`config.mk`:
```
export PLATFORM = sky130hd
export DESIGN_NAME = csi_rx_frame_ctrl
export DESIGN_NICKNAME = d
export VERILOG_FILES = /design/src/rtl/csi_rx_pkg.sv /design/src/rtl/csi_rx_line_timer.sv /design/src/rtl/csi_rx_frame_ctrl.sv
export SDC_FILE = /design/constraint.sdc
export NUM_CORES = 1
export LEC_CHECK = 0
export ABC_CLOCK_PERIOD_IN_PS = 2900
export BUFFER_PORTS_ARGS = -buffer_cell sky130_fd_sc_hd__clkbuf_2
export CORE_ASPECT_RATIO = 2
export CORE_MARGIN = 10
export CORE_UTILIZATION = 50
export CTS_BUF_LIST = sky130_fd_sc_hd__clkbuf_2 sky130_fd_sc_hd__clkbuf_4 sky130_fd_sc_hd__clkbuf_8
export CTS_CLUSTER_SIZE = 30
export DETAILED_ROUTE_END_ITERATION = 8
export PLACE_DENSITY = 0.73
export REMOVE_ABC_BUFFERS = 1
export SLEW_MARGIN = 30
export SYNTH_ARGS = -nofsm -noshare
export SYNTH_HDL_FRONTEND = slang
export SYNTH_SLANG_ARGS = --single-unit
```
`constraint.sdc`:
```
create_clock -name clock -period 2.9 [get_ports clock]
set_input_delay 0.145 -clock clock [delete_from_list [all_inputs] [get_ports clock]]
set_output_delay 0.145 -clock clock [all_outputs]
set_load 0.005 [all_outputs]
```
`src/rtl/csi_rx_pkg.sv`:
```
// Shared types and constants for the CSI-2 RX sequencing controller.
package csi_rx_pkg;

  typedef enum logic [1:0] {
    ST_OFF       = 2'd0,
    ST_LOCK_WAIT = 2'd1,
    ST_RUN       = 2'd2,
    ST_RESYNC    = 2'd3
  } ctrl_state_t;

  // Data type of the only payload the handler forwards.
  localparam logic [5:0] DT_RAW8 = 6'h2A;

  localparam int DEFAULT_NUM_LANES = 2;

endpackage

```
`src/rtl/csi_rx_line_timer.sv`:
```
// Line/frame timing recovered from handler payload and end-of-packet strobes.
// Inputs arrive already qualified by the controller (RUN state, enable high).
module csi_rx_line_timer
  import csi_rx_pkg::*;
#(
  parameter int NUM_LANES  = DEFAULT_NUM_LANES,
  parameter int VBLANK_MIN = 4096,
  parameter int LINE_W     = 12
) (
  input  logic              clock,
  input  logic              reset,
  input  logic              pv_run,
  input  logic              pd_run,
  input  logic              abort,
  input  logic              go_off,
  output logic              line_start,
  output logic              line_end,
  output logic              frame_start,
  output logic [15:0]       line_bytes,
  output logic [LINE_W-1:0] line_index,
  output logic [LINE_W-1:0] frame_lines
);

  localparam int GAP_W = $clog2(VBLANK_MIN + 1);
  localparam logic [GAP_W-1:0] GAP_MAX  = GAP_W'(VBLANK_MIN);
  localparam logic [16:0]      LANE_INC = 17'(NUM_LANES);

  logic [15:0]      acc;
  logic [16:0]      acc_sum;
  logic [15:0]      acc_add;
  logic [GAP_W-1:0] gap;
  logic             first_frame;
  logic             new_line;
  logic             new_frame;
  logic             line_done;

  // Saturating byte add and line/frame event decode.
  always_comb begin
    acc_sum   = {1'b0, acc} + LANE_INC;
    acc_add   = acc_sum[16] ? 16'hFFFF : acc_sum[15:0];
    new_line  = pv_run && (acc == 16'd0);
    new_frame = new_line && ((gap == GAP_MAX) || first_frame);
    line_done = pd_run && (acc != 16'd0);
  end

  // Accumulator, gap counter and line/frame bookkeeping.
  always_ff @(posedge clock or posedge reset) begin
    if (reset) begin
      acc         <= '0;
      gap         <= '0;
      first_frame <= 1'b1;
      line_start  <= 1'b0;
      line_end    <= 1'b0;
      frame_start <= 1'b0;
      line_bytes  <= '0;
      line_index  <= '0;
      frame_lines <= '0;
    end else begin
      line_start  <= new_line;
      frame_start <= new_frame;
      line_end    <= line_done;

      if (go_off || abort || line_done)
        acc <= '0;
      else if (pv_run)
        acc <= acc_add;

      if (line_done)
        line_bytes <= acc;

      if (new_frame)
        line_index <= '0;
      else if (line_done)
        line_index <= line_index + 1'b1;

      // line_index has already advanced past the final line by its line_end,
      // so it holds the number of lines completed in the frame.
      if (new_frame && !first_frame)
        frame_lines <= line_index;

      if (go_off)
        first_frame <= 1'b1;
      else if (new_frame)
        first_frame <= 1'b0;

      if (line_done || new_frame)
        gap <= '0;
      else if (gap != GAP_MAX)
        gap <= gap + 1'b1;
    end
  end

endmodule

```
`src/rtl/csi_rx_frame_ctrl.sv`:
```
// Sequencing controller for the CSI-2 RX packet handler and word aligner:
// enable gating, lock wait, per-packet aligner re-sync and a stuck-packet
// watchdog. Line/frame timing lives in csi_rx_line_timer.
module csi_rx_frame_ctrl
  import csi_rx_pkg::*;
#(
  parameter int NUM_LANES     = DEFAULT_NUM_LANES,
  parameter int RESYNC_CYCLES = 4,
  parameter int PKT_TIMEOUT   = 16384,
  parameter int VBLANK_MIN    = 4096,
  parameter int LINE_W        = 12
) (
  input  logic              clock,
  input  logic              reset,
  input  logic              ctrl_enable,
  input  logic              aligner_locked,
  input  logic              sync_wait,
  input  logic              packet_done,
  input  logic              payload_valid,
  output logic              handler_enable,
  output logic              aligner_reset,
  output logic              line_start,
  output logic              line_end,
  output logic              frame_start,
  output logic [15:0]       line_bytes,
  output logic [LINE_W-1:0] line_index,
  output logic [LINE_W-1:0] frame_lines,
  output logic              timeout_err
);

  localparam int RS_W = $clog2(RESYNC_CYCLES + 1);
  localparam int WD_W = $clog2(PKT_TIMEOUT + 1);
  localparam logic [RS_W-1:0] RS_LOAD = RS_W'(RESYNC_CYCLES - 1);
  localparam logic [WD_W-1:0] WD_LAST = WD_W'(PKT_TIMEOUT - 1);

  ctrl_state_t     state;
  ctrl_state_t     state_nxt;
  logic [RS_W-1:0] rs_cnt;
  logic [WD_W-1:0] wd_cnt;
  logic            run;
  logic            wd_expire;

  assign run       = (state == ST_RUN);
  assign wd_expire = run && !sync_wait && (wd_cnt == WD_LAST);

  // State register.
  always_ff @(posedge clock or posedge reset) begin
    if (reset) state <= ST_OFF;
    else       state <= state_nxt;
  end

  // Next-state logic; software disable overrides everything.
  always_comb begin
    state_nxt = state;
    case (state)
      ST_OFF:       if (ctrl_enable) state_nxt = ST_LOCK_WAIT;
      ST_LOCK_WAIT: if (aligner_locked) state_nxt = ST_RUN;
      ST_RUN:       if (packet_done || wd_expire) state_nxt = ST_RESYNC;
      ST_RESYNC:    if (rs_cnt == '0) state_nxt = ST_LOCK_WAIT;
      default:      state_nxt = ST_OFF;
    endcase
    if (!ctrl_enable) state_nxt = ST_OFF;
  end

  // Re-sync length counter, loaded on entry to RESYNC.
  always_ff @(posedge clock or posedge reset) begin
    if (reset)
      rs_cnt <= '0;
    else if (state_nxt == ST_RESYNC && state != ST_RESYNC)
      rs_cnt <= RS_LOAD;
    else if (rs_cnt != '0)
      rs_cnt <= rs_cnt - 1'b1;
  end

  // Watchdog: consecutive RUN cycles without the handler returning to idle.
  always_ff @(posedge clock or posedge reset) begin
    if (reset)
      wd_cnt <= '0;
    else if (run && !sync_wait)
      wd_cnt <= wd_cnt + 1'b1;
    else
      wd_cnt <= '0;
  end

  // Registered FSM outputs and sticky timeout flag; a same-cycle packet_done
  // is a normal packet end and does not count as a timeout.
  always_ff @(posedge clock or posedge reset) begin
    if (reset) begin
      handler_enable <= 1'b0;
      aligner_reset  <= 1'b1;
      timeout_err    <= 1'b0;
    end else begin
      handler_enable <= (state_nxt == ST_RUN) || (state_nxt == ST_RESYNC);
      aligner_reset  <= (state_nxt == ST_OFF) || (state_nxt == ST_RESYNC);
      if (wd_expire && !packet_done && ctrl_enable)
        timeout_err <= 1'b1;
    end
  end

  csi_rx_line_timer #(
    .NUM_LANES  (NUM_LANES),
    .VBLANK_MIN (VBLANK_MIN),
    .LINE_W     (LINE_W)
  ) u_line_timer (
    .clock       (clock),
    .reset       (reset),
    .pv_run      (run && ctrl_enable && payload_valid),
    .pd_run      (run && ctrl_enable && packet_done),
    .abort       (wd_expire && ctrl_enable && !packet_done),
    .go_off      (!ctrl_enable),
    .line_start  (line_start),
    .line_end    (line_end),
    .frame_start (frame_start),
    .line_bytes  (line_bytes),
    .line_index  (line_index),
    .frame_lines (frame_lines)
  );

endmodule
```
==> impl_metrics.toml, run 1 <==
[placement]
place.gp.congestion = 0.920
dp_hpwl_mm = 7.43
portBuffers = 52
post-place-cells = 607

[logic_synthesis]
synth-seq-cells = 96
synth_cell_type_count = 49
netlist_instances = 460
syn_area_mm2 = 0.00461
yosysSeqAreaShare_pct = 52.2
postSynth.asyncResetShare_pct = 100
avgSynthCellArea_um2 = 10.0
ys.flop_type = "dfrtp_1"
synth-edff-count = 0
yosys_warnings = 0

[grt]
antenna_found_initial = 0
grt_pass1_vias = 3618
grt_max_degree = 97
grt_pass1_wl_mm = 17.8
grt_overflow = 0
grt_usage_pct = 16.0

[floorplanning]
ioPinCount = 53
die-area_mm2 = 0.0137
initial_core_util_pct = 51.1
die_y_um = 156
rows = 49
core_area_mm2 = 0.00901
die-width_um = 87.9

[worst_setup_path]
cp-start-kind = "register"
rrSetupSlack_ns = 0.20
crit_top_cell = "or4_4"
critical-path-max-stage-delay_ns = 0.64
arrival_ns = 2.95
crit_type = "reg -> reg"
r2r-end = "u_line_timer.frame_lines[0]"
crit_path_cell_trace = "or4_4, or4_1, or4_4, mux2_4"
path_buf_inv = 0
setup.worst_path.end_class = "register"
worstPathMaxFanout = 12
rr_worst_depth = 4
required_ns = 3.15
cp-startpoint = "u_line_timer.acc[5]"
crit_path_top_delay_cell = "or4_4"
cpLargestDelayFamily = "simple AND/OR/NAND/NOR gates"
rr_startpoint = "u_line_timer.acc[5]"

[layout]
diodes = 0
nFillCells = 813
final_cell_mix = "94 x dfrtp_1, 70 x nand2_1, 52 x clkbuf_2"
drive_gt1_share_pct = 19.7
mostFrequentLayoutCell = "dfrtp_1"
ff_latch_area_mm2 = 0.00240
nets = 533
multi_input_area_mm2 = 0.00206
post-route-util_pct = 57.9
finalNonFillerCells = 624
synthToLayoutAreaGrowth_pct = 13.3

[timing]
post-route-period-util_pct = 93.0
post-route-min-period_ns = 2.70
rsz0062_at_grt = "no"
setup_violations = 0
final-hold-violation-count = 0
fmax_ghz = 0.371
slew_violations = 0
max_slew_margin_pct = 41.2
finalClockSkew_ns = 0.0144
worstMarginPinSlew_ns = 0.874

[route]
vias_per_cell = 5.84
wire_per_inst_um = 16.4
drc_errors = 0
routed-via-count = 3646
drt-pass1-iter-count = 4
finalWirelength_mm = 10.3
drtIter0Drc = 244
antenna_left = 0

[clocking]
h-tree-depth = 3
cts.clk_slew.worst_paths_ns = 0.08
cts_tree = "built"
post_cts_buffers = 0
cts_sinks = 96
numCtsBuffers = 9
worst_skew_pair.late_latency_ns = 0.37
root_buffer = "clkbuf_8"
cts-resized-gates = 0
clockBufferDepth = 2

[power_and_ir_drop]
peakVddDrop_uv = 341
fin_total_pwr_mw = 2.64
p_leak_nw = 2.45
powerDensity_mw_per_mm2 = 507

[status]
outcome = "complete, no violations"

[hold_path]
hold_class = "in -> reg"
holdPathEnd = "u_line_timer.first_frame"
whs_path_depth = 2
hold_start = "ctrl_enable"

[flow_run]
cap_violations = 0
[report_power, final]
group	leakage (nW)	total, mW	internal [mW]	switching (mW)
clock	0.0843	0.818	0.368	0.450
combinational	1.06	0.323	0.140	0.183
sequential	1.31	1.50	1.42	0.0856
total	2.45	2.64	1.93	0.719
[layout make-up]
| class | instances | share of cell area (%) |
|---|---|---|
| timing repair buffer | 66 | 7.29 |
| clock inverter | 4 | 0.575 |
| sequential | 96 | 46.1 |
| inverter | 15 | 1.10 |
| tap | 102 | 2.44 |
| clock buffer | 12 | 3.04 |
| multi-input combinational | 329 | 39.5 |
[synthesized netlist by cell type (7+ instances only)]
cell       n  area share [%]
inv_1     15             1.2
nand3_1   18             2.0
nor3_1    17             1.8
nor2_1    42             3.4
xor2_1     8             1.5
o21ai_0    7            0.76
and4_1     7             1.3
nand4_1   14             1.9
nor4_1    10             1.4
xnor2_1   15             2.9
a21oi_1   21             2.3
nand2_1   70             5.7
mux2_4    10             3.3
o31ai_1    8             1.3
ha_1       9             2.4
dfrtp_1   94              51
clkbuf_1  11            0.90
or4_1     16             2.6
[flip-flops by register name, indices dropped and copies added (netlist names), 2 cells and up]
register	cells
u_line_timer.acc	16
u_line_timer.line_bytes	16
wd_cnt	15
u_line_timer.gap	13
u_line_timer.frame_lines	12
u_line_timer.line_index	12
rs_cnt	3
state	2
[cell families (layout without fill, tap and decap cells)]
logic type      Yosys count  count (layout)  synth area share [%]
simple gates            221             221                  24.6
flops                    96              96                  52.2
compound gates           63              63                  9.20
buf+inv                  35              97                  3.26
xor+xnor                 23              23                  4.37
mux                      13              13                  3.96
fa+ha+maj                 9               9                  2.44
[worst max path at each step]
stage          cells after the start  slack [ns]                          end
5_1_grt                            4        0.15  u_line_timer.frame_lines[0]
3_3_place_gp                       4        0.25  u_line_timer.frame_lines[5]
6_report                           4        0.20  u_line_timer.frame_lines[0]
4_1_cts                            4        0.19  u_line_timer.frame_lines[0]
3_5_place_dp                       4        0.21  u_line_timer.frame_lines[3]
2_1_floorplan                      4       -2.26          u_line_timer.acc[3]
[per-stage QoR]
step,worst slack [ns],hold slack [ns],setup TNS (ns),cell area [um2]
2_1_floorplan,-2.26,0.184,-98.25,4510
3_3_place_gp,0.248,0.278,0,5020
4_1_cts,0.195,0.0278,0,5220
5_1_grt,0.149,0.0621,0,5220
3_5_place_dp,0.206,0.288,0,5020
6_report,0.202,0.0520,0,5220
[metal layers]
layer	track usage [%]	wire, um
met3	4.08	429
met1	17.8	4130
met5	0	0
met4	6.87	281
met2	27.6	5410
[timing repair]
| item | 4_1_cts | 5_1_grt |
|---|---|---|
| endpoints found under the hold margin | 94 | 0 |
| endpoints found under the setup margin | 0 | 0 |
| hold buffers | 1 | 0 |
[worst reg2reg max path, stage by stage, from the launching register on]
cell and delay, ns:
dfrtp_1 0.45, or4_4 0.57, or4_1 0.58, or4_4 0.64, mux2_4 0.34
No activity file was read; power rests on OpenSTA's default activity.
==> run 2: changes to the inputs <==
--- a/config.mk
+++ b/config.mk
@@ -13,9 +13,11 @@
 export CTS_BUF_LIST = sky130_fd_sc_hd__clkbuf_2 sky130_fd_sc_hd__clkbuf_4 sky130_fd_sc_hd__clkbuf_8
 export CTS_CLUSTER_SIZE = 30
 export DETAILED_ROUTE_END_ITERATION = 8
-export PLACE_DENSITY = 0.73
+export HOLD_SLACK_MARGIN = 0.08
+export PLACE_DENSITY = 0.72
 export REMOVE_ABC_BUFFERS = 1
 export SLEW_MARGIN = 30
 export SYNTH_ARGS = -nofsm -noshare
 export SYNTH_HDL_FRONTEND = slang
+export SYNTH_HIERARCHICAL = 1
 export SYNTH_SLANG_ARGS = --single-unit
==> run 2 against run 1 <==
Compared with the run above:
- flip-flop and latch count is the same
- first-iteration DRC count shrank 10%
- routed wire length grew 7.1%
- sequential power grew 7%
- critical endpoint is now u_line_timer/acc[13]
- largest cell class unchanged
==> impl_metrics.toml, run 2 <==
[status]
outcome = "complete, no violations"

[timing]
max_slew_margin_pct = 41.4
final-hold-violation-count = 0
worstMarginPinSlew_ns = 0.879
slew_violations = 0
rsz0062_at_grt = "no"
fmax_ghz = 0.424
setup_violations = 0
post-route-min-period_ns = 2.36
finalClockSkew_ns = 0.0116
setup-tns-final_ns = 0
post-route-period-util_pct = 81.4

[floorplanning]
initial_core_util_pct = 51.4
die_y_um = 159
rows = 50
die-area_mm2 = 0.0142
ioPinCount = 53
die-width_um = 89.4
core_area_mm2 = 0.00938

[logic_synthesis]
netlist_instances = 467
ys_top_cells_by_area = "dfrtp_1 49%, nand2_1 5.0%, mux2_4 3.1%, nor2_1 3.0%, ha_1 2.3%"
ys_top_cells_by_count = "94 x dfrtp_1, 64 x nand2_1, 38 x nor2_1"
yosysSeqAreaShare_pct = 49.9
postSynth.asyncResetShare_pct = 100
syn_area_mm2 = 0.00482
synth_top_area_cell = "dfrtp_1"
avgSynthCellArea_um2 = 10.3
synth_cell_type_count = 61
synth_top_area_share_pct = 48.8
yosysMostFrequentCell = "dfrtp_1"
yosys_warnings = 6
synth-seq-cells = 96
ys.flop_type = "dfrtp_1"
synth-edff-count = 0

[worst_setup_path]
setup.worst_path.end_class = "register"
arrival_ns = 2.59
required_ns = 3.13
rr_startpoint = "state[0]"
rrSetupSlack_ns = 0.54
critical-path-max-stage-delay_ns = 0.48
crit_type = "reg -> reg"
r2r-end = "u_line_timer/acc[13]"
rr_worst_depth = 6
crit_path_top_delay_cell = "or3_1"
cp-start-kind = "register"
crit_path_cell_trace = "nor2b_1, and3_1, inv_1, or3_1, nor4_1, a211oi_1"
worstPathMaxFanout = 12

[placement]
dpl-instance-area_mm2 = 0.00514
portBuffers = 52
post-place-cells = 610
dp_hpwl_mm = 8.28
place.gp.congestion = 0.899

[grt]
grt_usage_pct = 16.3
grt_pass1_vias = 3913
grt_overflow = 0
antenna_found_initial = 0
grt_max_degree = 32
grt_pass1_wl_mm = 18.6

[power_and_ir_drop]
fin_total_pwr_mw = 2.88
p_leak_nw = 2.53
powerDensity_mw_per_mm2 = 538
peakVddDrop_uv = 304

[layout]
synthToLayoutAreaGrowth_pct = 10.9
finalNonFillerCells = 627
post-route-cell-area_mm2 = 0.00535
final_cell_mix = "94 x dfrtp_1, 64 x nand2_1, 52 x clkbuf_2"
layout_top_registers = "u_line_timer/acc: 16 flops, u_line_timer/line_bytes: 16 flops, wd_cnt: 15 flops"
diodes = 0
nFillCells = 817
mostFrequentLayoutCell = "dfrtp_1"
drive_gt1_share_pct = 21.4
nets = 534
post-route-util_pct = 57.0

[clocking]
cts-resized-gates = 0
cts_tree = "built"
h-tree-depth = 3
cts_sinks = 96
worst_skew_pair.late_latency_ns = 0.37
post_cts_buffers = 0
clockBufferDepth = 2
cts.clk_slew.worst_paths_ns = 0.09
hold_buffers = 1
numCtsBuffers = 9
root_buffer = "clkbuf_8"

[hold_path]
whs_path_depth = 2
hold_class = "in -> reg"
holdPathEnd = "timeout_err"
hold_start = "ctrl_enable"

[route]
routed-via-count = 3780
drc_errors = 0
finalWirelength_mm = 11.0
drtIter0Drc = 219
wire_per_inst_um = 17.5
vias_per_cell = 6.03
antenna_left = 0
drt-pass1-iter-count = 4

[flow_run]
cap_violations = 0
run 2: cell types whose count changed in the layout (fill, tap and decap cells not counted), moves of 6 or more:
cell     change
nand2_1      -6
inv_1        +7
a31oi_1      +8
or4_1       -11
run 2: routing by layer:
layer / part of all wire [%] / vias to the layer above / global-route usage [%] / wire [um]
met5: 0 / - / 0 / 0
met4: 4.1 / 0 / 9.53 / 448
met2: 55 / 111 / 28.9 / 6010
li1: - / 1782 / - / -
met3: 4.5 / 31 / 3.02 / 495
met1: 37 / 1856 / 16.7 / 4030
run 2: cell type report:
class	instances	area, um2	area share, %
Inverter	22	82.6	1.54
Sequential cell	96	2400	45.0
Clock buffer	10	131	2.46
Timing Repair Buffer	61	330	6.18
Clock inverter	6	60.1	1.12
Multi-Input combinational cell	328	2210	41.3
Tap cell	104	130	2.43
run 2: cell families (layout without fill, tap and decap cells):
logic type | count (synthesis) | count (layout) | share of synthesized area, %
muxes | 19 | 19 | 5.11
and+or+nand+nor | 207 | 207 | 24.1
DFF | 96 | 96 | 49.9
buffers and inverters | 43 | 99 | 4.36
AOI/OAI and AO/OA | 77 | 77 | 11.3
adders and majority gates | 9 | 9 | 2.34
xor gates and xnor gates | 16 | 16 | 2.91
run 2: worst max-delay path: cells and delay by family (launching register included):
family	cells	cell delay, ns
AO/OA/AOI/OAI	1	0.11
buffers and inverters	1	0.29
AND/OR/NAND/NOR	4	1.37
flip-flops	1	0.45
run 2: worst max-delay path by stage:
stage / to / start
after global routing: u_line_timer/line_index[11] / state[0]
after CTS: u_line_timer/acc[13] / state[0]
after floorplan: u_line_timer/acc[7] / state[1]
after global placement: u_line_timer/line_index[11] / state[0]
after detailed placement: u_line_timer/acc[13] / state[0]
final: u_line_timer/acc[13] / state[0]
run 2: where the power goes:
group	internal [mW]	leakage, nW	switching, mW
registers	1.46	1.30	0.142
clock network	0.403	0.0955	0.453
logic	0.196	1.13	0.221
total	2.06	2.53	0.815
run 2: per-stage QoR:
stage	hold WS [ns]	setup WS [ns]
6_report	0.144	0.539
5_1_grt	0.168	0.339
4_1_cts	0.135	0.560
3_5_place_dp	0.200	0.583
3_3_place_gp	0.195	0.687
2_1_floorplan	0.146	0.567
